==> src/rtl/serial_subtractor_pkg.sv <==
// Shared state encoding and the single-bit borrow equation used by the serial subtractor.
package serial_subtractor_pkg;

  typedef enum logic [1:0] {
    ST_IDLE  = 2'd0,
    ST_SHIFT = 2'd1,
    ST_DONE  = 2'd2
  } ssub_state_e;

  // Borrow generated by one bit position of a - b - bin.
  function automatic logic sub_borrow(input logic a, input logic b, input logic bin);
    return (~a & b) | (~(a ^ b) & bin);
  endfunction

endpackage

==> src/rtl/serial_subtractor_fs.sv <==
// Combinational one-bit full subtractor; port order mirrors the full_adder cell.
module full_subtractor
  import serial_subtractor_pkg::*;
(
  input  logic a,
  input  logic b,
  input  logic bin,
  output logic diff,
  output logic bout
);

  assign diff = a ^ b ^ bin;
  assign bout = sub_borrow(a, b, bin);

endmodule

==> src/rtl/serial_subtractor.sv <==
// Bit-serial subtractor: DIFF = A - B - BIN computed LSB first, one bit per clock,
// reusing a single full_subtractor with a registered borrow between cycles.
module serial_subtractor
  import serial_subtractor_pkg::*;
#(
  parameter int WIDTH = 8
) (
  input  logic             clk,
  input  logic             rst_n,
  input  logic             start,
  input  logic [WIDTH-1:0] a,
  input  logic [WIDTH-1:0] b,
  input  logic             bin,
  output logic             busy,
  output logic             done,
  output logic [WIDTH-1:0] diff,
  output logic             bout,
  output logic             ovf
);

  localparam int CW = $clog2(WIDTH + 1);
  localparam logic [CW-1:0] CNT_LAST = CW'(WIDTH - 1);

  ssub_state_e      state_q, state_d;
  logic [WIDTH-1:0] ra_q, ra_d;
  logic [WIDTH-1:0] rb_q, rb_d;
  logic [WIDTH-1:0] res_q, res_d;
  logic [CW-1:0]    cnt_q, cnt_d;
  logic             br_q, br_d;
  logic             amsb_q, amsb_d;
  logic             bmsb_q, bmsb_d;
  logic             busy_q, busy_d;
  logic             done_q, done_d;
  logic [WIDTH-1:0] diff_q, diff_d;
  logic             bout_q, bout_d;
  logic             ovf_q, ovf_d;

  logic             d_s;
  logic             bo_s;
  logic [WIDTH-1:0] res_shift_s;

  full_subtractor u_fs (
    .a    (ra_q[0]),
    .b    (rb_q[0]),
    .bin  (br_q),
    .diff (d_s),
    .bout (bo_s)
  );

  // Result register with the current difference bit inserted at the MSB.
  always_comb begin
    res_shift_s            = res_q >> 1'b1;
    res_shift_s[WIDTH-1]   = d_s;
  end

  // Next-state, datapath and output-register logic.
  always_comb begin
    state_d = state_q;
    ra_d    = ra_q;
    rb_d    = rb_q;
    res_d   = res_q;
    cnt_d   = cnt_q;
    br_d    = br_q;
    amsb_d  = amsb_q;
    bmsb_d  = bmsb_q;
    busy_d  = 1'b0;
    done_d  = 1'b0;
    diff_d  = diff_q;
    bout_d  = bout_q;
    ovf_d   = ovf_q;

    case (state_q)
      ST_IDLE, ST_DONE: begin
        if (start) begin
          ra_d    = a;
          rb_d    = b;
          br_d    = bin;
          cnt_d   = '0;
          amsb_d  = a[WIDTH-1];
          bmsb_d  = b[WIDTH-1];
          state_d = ST_SHIFT;
          busy_d  = 1'b1;
        end else begin
          state_d = ST_IDLE;
        end
      end
      ST_SHIFT: begin
        ra_d  = ra_q >> 1'b1;
        rb_d  = rb_q >> 1'b1;
        br_d  = bo_s;
        res_d = res_shift_s;
        cnt_d = cnt_q + CW'(1);
        if (cnt_q == CNT_LAST) begin
          // Final bit: publish the whole result at once so partial state never leaks.
          state_d = ST_DONE;
          done_d  = 1'b1;
          diff_d  = res_shift_s;
          bout_d  = bo_s;
          ovf_d   = (amsb_q != bmsb_q) && (d_s != amsb_q);
        end else begin
          busy_d  = 1'b1;
        end
      end
      default: begin
        state_d = ST_IDLE;
      end
    endcase
  end

  // State and datapath registers; reset aborts any operation in flight.
  always_ff @(posedge clk or negedge rst_n) begin
    if (!rst_n) begin
      state_q <= ST_IDLE;
      ra_q    <= '0;
      rb_q    <= '0;
      res_q   <= '0;
      cnt_q   <= '0;
      br_q    <= 1'b0;
      amsb_q  <= 1'b0;
      bmsb_q  <= 1'b0;
      busy_q  <= 1'b0;
      done_q  <= 1'b0;
      diff_q  <= '0;
      bout_q  <= 1'b0;
      ovf_q   <= 1'b0;
    end else begin
      state_q <= state_d;
      ra_q    <= ra_d;
      rb_q    <= rb_d;
      res_q   <= res_d;
      cnt_q   <= cnt_d;
      br_q    <= br_d;
      amsb_q  <= amsb_d;
      bmsb_q  <= bmsb_d;
      busy_q  <= busy_d;
      done_q  <= done_d;
      diff_q  <= diff_d;
      bout_q  <= bout_d;
      ovf_q   <= ovf_d;
    end
  end

  assign busy = busy_q;
  assign done = done_q;
  assign diff = diff_q;
  assign bout = bout_q;
  assign ovf  = ovf_q;

endmodule

==> config.mk <==
export PLATFORM = sky130hd
export DESIGN_NAME = serial_subtractor
export DESIGN_NICKNAME = d
export VERILOG_FILES = /design/src/rtl/serial_subtractor_pkg.sv /design/src/rtl/serial_subtractor_fs.sv /design/src/rtl/serial_subtractor.sv
export SDC_FILE = /design/constraint.sdc
export NUM_CORES = 1
export LEC_CHECK = 0
export ABC_AREA = 0
export BUFFER_PORTS_ARGS = -buffer_cell sky130_fd_sc_hd__buf_2
export CORE_ASPECT_RATIO = 0.5
export CORE_MARGIN = 4
export CORE_UTILIZATION = 25
export DETAILED_ROUTE_END_ITERATION = 10
export PLACE_DENSITY = 0.4
export SETUP_SLACK_MARGIN = 0.05
export SYNTH_ARGS = -nofsm -noshare
export SYNTH_HDL_FRONTEND = slang
export SYNTH_HIERARCHICAL = 1
export SYNTH_SLANG_ARGS = --single-unit
==> constraint.sdc <==
create_clock -name clk -period 1.8 [get_ports clk]
set_input_delay 0.27 -clock clk [delete_from_list [all_inputs] [get_ports clk]]
set_output_delay 0.27 -clock clk [all_outputs]
set_load 0.1 [all_outputs]
==> key figures, run 1 <==
Floorplan
  • Ports: 32
  • Cell Rows: 21
  • Die H: 68.16 um
  • Core Region: 0.006858 mm^2
  • Die area: 0.008745 mm^2
  • Die width: 128.3 um
  • Initial Util: 0.2638

Drt
  • Final wirelength: 3643 um
  • Antenna Nets Post-Route: 0
  • DR vias: 1149
  • Post-DR vias/cell: 4.369
  • 1st-iter DRT viols: 83
  • DRC: 0
  • DR pass1 iterations: 4
  • Routed WL per cell: 13.85 um

Timing
  • Setup violators final: 0
  • Period utilization: 0.8845
  • Minimum clock period: 1.592 ns
  • Worst Skew: 0.006564 ns
  • Slew Viols, Final: 0
  • Slew @ Worst Pin: 0.8070 ns
  • Fmax: 0.6281 GHz
  • Slew HR: 0.4614
  • Unrepaired setup endpoints after global routing: no
  • Setup TNS Final: 0 ns
  • Fin. Hold Viols: 0

Critical path
  • Critical setup path kind: flop to flop
  • CP required: 1.96 ns
  • Cells along the critical path: fa_1, nand2b_1, o21ai_0, mux2_2
  • CP startpoint kind: flop
  • Worst-path maximum fanout: 4
  • Worst path slowest cell: fa_1
  • Endpoint type of the worst setup path: flop
  • Max incr delay on CP: 0.62 ns
  • Crit path DAT: 1.76 ns

Placed design
  • HPWL Detailed: 2511 um
  • RePlAce Congestion: 0.7422
  • Port bufs: 31
  • Placement Cell Area: 0.002090 mm^2

Global route
  • Initial antenna violation count: 0
  • Tot GR Track Use: 0.09057
  • First-pass GRT wire length: 6030 um
  • Total gr overflow: 0
  • Vias in the first global route: 1232
  • Largest net degree at the start of global routing: 45

Final layout
  • Fin nets: 192
  • Fill cells: 694
  • Most frequent cells in the layout: dfrtp_1, buf_2, a22o_1
  • ANT cells: 0
  • Most common cell after layout, fill and taps aside: dfrtp_1
  • Layout cells sized above 1: 0.3860
  • Synthesis-to-layout area growth: 25.31%
  • Design area: 0.002267 mm^2

Min path
  • Hold Path Class: input pin to async pin

Synthesis
  • Flops & latches, synth: 44
  • Warnings from Yosys: 6
  • Synth Instances: 132
  • Post-Syn Area per Cell: 13.71 um^2
  • Distinct cells, synth: 20
  • Synth Net Count: 154
  • Sequential fraction of the synthesis area: 0.6086
  • Mapped cell area: 0.001809 mm^2

Run status
  • Status: complete, no violations

Run
  • Max_cap viols: 0

CTS
  • Post-CTS setup buffer count: 0
  • Num Clock Sinks: 44
  • TritonCTS clock tree: done
  • Cts bufs inserted: 5
  • Hold-fix buffers at CTS: 0
  • Post-cts sizing count: 0
  • Skew-Pair Late Insertion Delay: 0.28 ns
  • Clock root cell: clkbuf_16
  • Clock transition at the registers of the reported paths: 0.06 ns
  • Clock Path Buffers: 2
  • H-tree depth: 2
-- cell type report --
cell class	count	area (um^2)	share of cell area
clock buffer	6	138.9	0.06126
clock inverter	2	38.79	0.01711
inverter	3	11.26	0.004967
multi-input combinational	78	654.4	0.2886
sequential	44	1101	0.4857
tap	92	115.1	0.05077
timing repair buffer	38	207.7	0.09161
-- stage by stage --
step | utilization | hold slack (ns) | cells | setup slack (ns)
after detailed placement | 0.3047 | 0.3905 | 255 | 0.1870
after global routing | 0.3306 | 0.1410 | 263 | 0.09638
after global placement | 0.3047 | 0.3902 | 255 | 0.2361
after floorplan | - | -0.02559 | 132 | 0.3280
after CTS | 0.3306 | 0.08426 | 263 | 0.1871
final | 0.3306 | 0.06071 | 263 | 0.2079
-- per-layer routing --
metal  share of wire  up-vias  global-route usage
met5               0        -                   0
met4           0.013        0             0.03968
met3           0.046        5             0.02572
met2            0.44       18              0.1386
met1            0.50      579              0.1207
li1                -      547                   -
-- cell usage after synthesis --
master / count / area share
dfrtp_1: 44 / 0.61
a22o_1: 19 / 0.092
mux2_2: 18 / 0.11
a21o_1: 15 / 0.062
nand2_1: 10 / 0.021
buf_2: 4 / 0.011
buf_4: 3 / 0.012
inv_1: 3 / 0.0062
mux2i_1: 2 / 0.011
nand2b_1: 2 / 0.0069
nor2b_1: 2 / 0.0069
o21ai_0: 2 / 0.0055
and2b_1: 1 / 0.0042
fa_1: 1 / 0.011
ha_1: 1 / 0.0069
nand3b_1: 1 / 0.0042
nand4_1: 1 / 0.0035
nor2_2: 1 / 0.0035
nor3b_1: 1 / 0.0042
nor3b_2: 1 / 0.0069
-- final timing paths --
check                      startpoint  endpoint  slack, ns  cells past startpoint
setup / recovery              ra_q[0]       ovf       0.21                      4
setup reg to reg              ra_q[0]       ovf       0.21                      4
hold reg to reg               ra_q[3]   ra_q[3]       0.48                      1
min in group clk                 a[7]    amsb_q       0.22                      3
max in group asynchronous       rst_n      busy       1.35                      2
hold / removal                  rst_n   diff[4]       0.06                      2
-- critical path, delay by kind of cell, from the launching register on --
| family | cells | cell delay (ns) |
|---|---|---|
| flip-flops | 1 | 0.40 |
| adder cells (fa/ha/maj) | 1 | 0.62 |
| AND/OR/NAND/NOR | 1 | 0.13 |
| multiplexers | 1 | 0.26 |
| AO/OA/AOI/OAI | 1 | 0.06 |
-- flip-flops by register name (all words and copies together) (netlist names) --
name / count
amsb_q: 1
busy: 1
state_q: 2
done: 1
diff: 8
ra_q: 8
rb_q: 8
bmsb_q: 1
res_q: 7
br_q: 1
cnt_q: 4
bout: 1
ovf: 1
-- kinds of logic (layout without fill, tap and decap cells) --
logic type | count (synthesis) | after routing | synth area share
buffers and inverters | 10 | 49 | 0.02974
AO/OA/AOI/OAI | 36 | 36 | 0.1598
multiplexers | 20 | 20 | 0.1231
flip-flops | 44 | 44 | 0.6086
adder cells (fa/ha/maj) | 2 | 2 | 0.01798
AND/OR/NAND/NOR | 20 | 20 | 0.06087
Power of run 1 is left out: the tool's default activity adds up to more than one toggle a clock period on the data nets, which glitch-free logic cannot reach.
==> run 2, diff against run 1 <==
--- a/config.mk
+++ b/config.mk
@@ -10,3 +10,3 @@
 export CORE_ASPECT_RATIO = 0.5
-export CORE_MARGIN = 4
+export CORE_MARGIN = 2
 export CORE_UTILIZATION = 25
--- a/constraint.sdc
+++ b/constraint.sdc
@@ -3,2 +3,2 @@
 set_output_delay 0.27 -clock clk [all_outputs]
-set_load 0.1 [all_outputs]
+set_load 0.05 [all_outputs]
==> run 2 against run 1 <==
  * Via count increased by 0.70%
  * First-iteration DRC count fell by 25%
  * Worst setup slack gained 0.030 ns
  * Final cell count fell by 0.38%
  * Final area increased by 1.3%
  * Hold slack got worse by 0.0065 ns
  * Utilization increased by 0.57 points
  * Count of clock-buffer cells in the layout is 1 lower
  * Non-clock buffer count fell by 1
  * Global-route usage grew 0.96 points
  * Sequential share of layout area is 0.63 points lower
  * Fmax up 1.9%
  * Highest routed layer unchanged
==> key figures, run 2 (synthesis gave the netlist of run 1 again) <==
Run status
  • Status: complete, no violations

Floorplan
  • Die area: 0.007975 mm^2
  • Die width: 124.3 um
  • Initial Util: 0.2648
  • Core Region: 0.006832 mm^2
  • Cell Rows: 21
  • Die H: 64.16 um
  • Ports: 32

Pwr
  • Sw Ratio: 0.3495
  • Worst VDD drop: 0.4514 mV
  • Comb power frac: 0.387
  • Sequential Power Share: 0.349
  • Total power: 4.945 mW
  • Clock power share: 0.264
  • LEAKAGE: 1.166 nW
  • Net Switching: 1.728 mW
  • Pwr dens: 2153 mW/mm^2
  • Cell Int Power: 3.217 mW

Critical path
  • Worst-path maximum fanout: 4
  • Crit path DAT: 1.73 ns
  • CP startpoint kind: flop
  • Max incr delay on CP: 0.62 ns
  • Worst path slowest cell: fa_1
  • Endpoint type of the worst setup path: flop
  • Critical setup path kind: flop to flop
  • Cells along the critical path: fa_1, nand2b_1, o21ai_0, mux2_2
  • CP required: 1.97 ns

Timing
  • Fmax: 0.6402 GHz
  • Fin. Hold Viols: 0
  • Worst Skew: 0.003675 ns
  • Slew HR: 0.4615
  • Slew Viols, Final: 0
  • Setup TNS Final: 0 ns
  • Setup violators final: 0
  • Period utilization: 0.8678
  • Slew @ Worst Pin: 0.8069 ns
  • Minimum clock period: 1.562 ns
  • Unrepaired setup endpoints after global routing: no

CTS
  • Clock root cell: clkbuf_16
  • Post-cts sizing count: 0
  • Post-CTS setup buffer count: 0
  • Clock transition at the registers of the reported paths: 0.06 ns
  • Num Clock Sinks: 44
  • Clock Path Buffers: 2
  • Cts bufs inserted: 5
  • TritonCTS clock tree: done
  • H-tree depth: 2
  • Hold-fix buffers at CTS: 0
  • Skew-Pair Late Insertion Delay: 0.28 ns

Drt
  • Post-DR vias/cell: 4.416
  • Final wirelength: 3568 um
  • Routed WL per cell: 13.62 um
  • DR pass1 iterations: 4
  • DRC: 0
  • 1st-iter DRT viols: 62
  • DR vias: 1157
  • Antenna Nets Post-Route: 0

Min path
  • Hold Path Class: input pin to async pin

Final layout
  • Most common cell after layout, fill and taps aside: dfrtp_1
  • Fin nets: 191
  • Fill cells: 712
  • Layout cells sized above 1: 0.3824
  • Most frequent cells in the layout: dfrtp_1, buf_2, a22o_1
  • Area of the multi-input gates: 654.4 um^2
  • Synthesis-to-layout area growth: 26.97%
  • Sequential cell area: 0.001101 mm^2
  • ANT cells: 0

Global route
  • Initial antenna violation count: 0
  • Vias in the first global route: 1226
  • First-pass GRT wire length: 6113 um
  • Tot GR Track Use: 0.1002
  • Largest net degree at the start of global routing: 45
  • Total gr overflow: 0

Placed design
  • Port bufs: 31
  • HPWL Detailed: 2389 um
  • RePlAce Congestion: 0.6449

Run
  • Max_cap viols: 0
-- run 2: power by group through the flow --
stage                     logic [mW]  registers [mW]  clock network (mW)
after floorplan                 1.10            2.13                   0
after global placement          1.93            1.74                   0
after detailed placement        1.95            1.75                   0
after CTS                       1.95            1.73                1.34
after global routing            2.11            1.80                1.40
final                           1.91            1.73                1.30
-- run 2: worst max-delay path: cells and delay by family (launching register included) --
kind	cells	cell delay [ns]
AO/OA/AOI/OAI	1	0.06
adder cells (fa/ha/maj)	1	0.62
multiplexers	1	0.26
AND/OR/NAND/NOR	1	0.12
flip-flops	1	0.40
-- run 2: routing by layer --
| metal | part of all wire | track usage | up-vias |
|---|---|---|---|
| met5 | 0 | 0 | - |
| met4 | 0.011 | 0.04635 | 0 |
| met3 | 0.039 | 0.02931 | 5 |
| met2 | 0.46 | 0.1544 | 21 |
| met1 | 0.49 | 0.1310 | 582 |
| li1 | - | - | 549 |
-- run 2: metrics by stage --
step	instances	util	hold slack, ns	cell area, um^2	worst slack (ns)
after floorplan	132	-	-0.02559	1809	0.3288
after global placement	254	0.3048	0.3920	2082	0.2297
after detailed placement	254	0.3048	0.3931	2082	0.2236
after CTS	262	0.3363	0.08438	2297	0.2064
after global routing	262	0.3363	0.1111	2297	0.07358
final	262	0.3363	0.05422	2297	0.2380
-- run 2: final cells by class --
class | count | area share
clock buffer | 5 | 0.05447
sequential | 44 | 0.4793
clock inverter | 3 | 0.03922
tap | 92 | 0.05011
inverter | 3 | 0.004902
multi-input combinational | 78 | 0.2849
timing repair buffer | 37 | 0.08715
-- run 2: final timing paths --
kind,from,to,slack [ns],cells past startpoint
setup / recovery,ra_q[0],ovf,0.24,4
setup reg to reg,ra_q[0],ovf,0.24,4
hold reg to reg,ra_q[1],ra_q[1],0.48,1
max in group asynchronous,rst_n,state_q[0],1.34,2
hold / removal,rst_n,diff[5],0.05,2
min in group clk,b[7],bmsb_q,0.20,3
No activity file was read; power rests on OpenSTA's default activity.
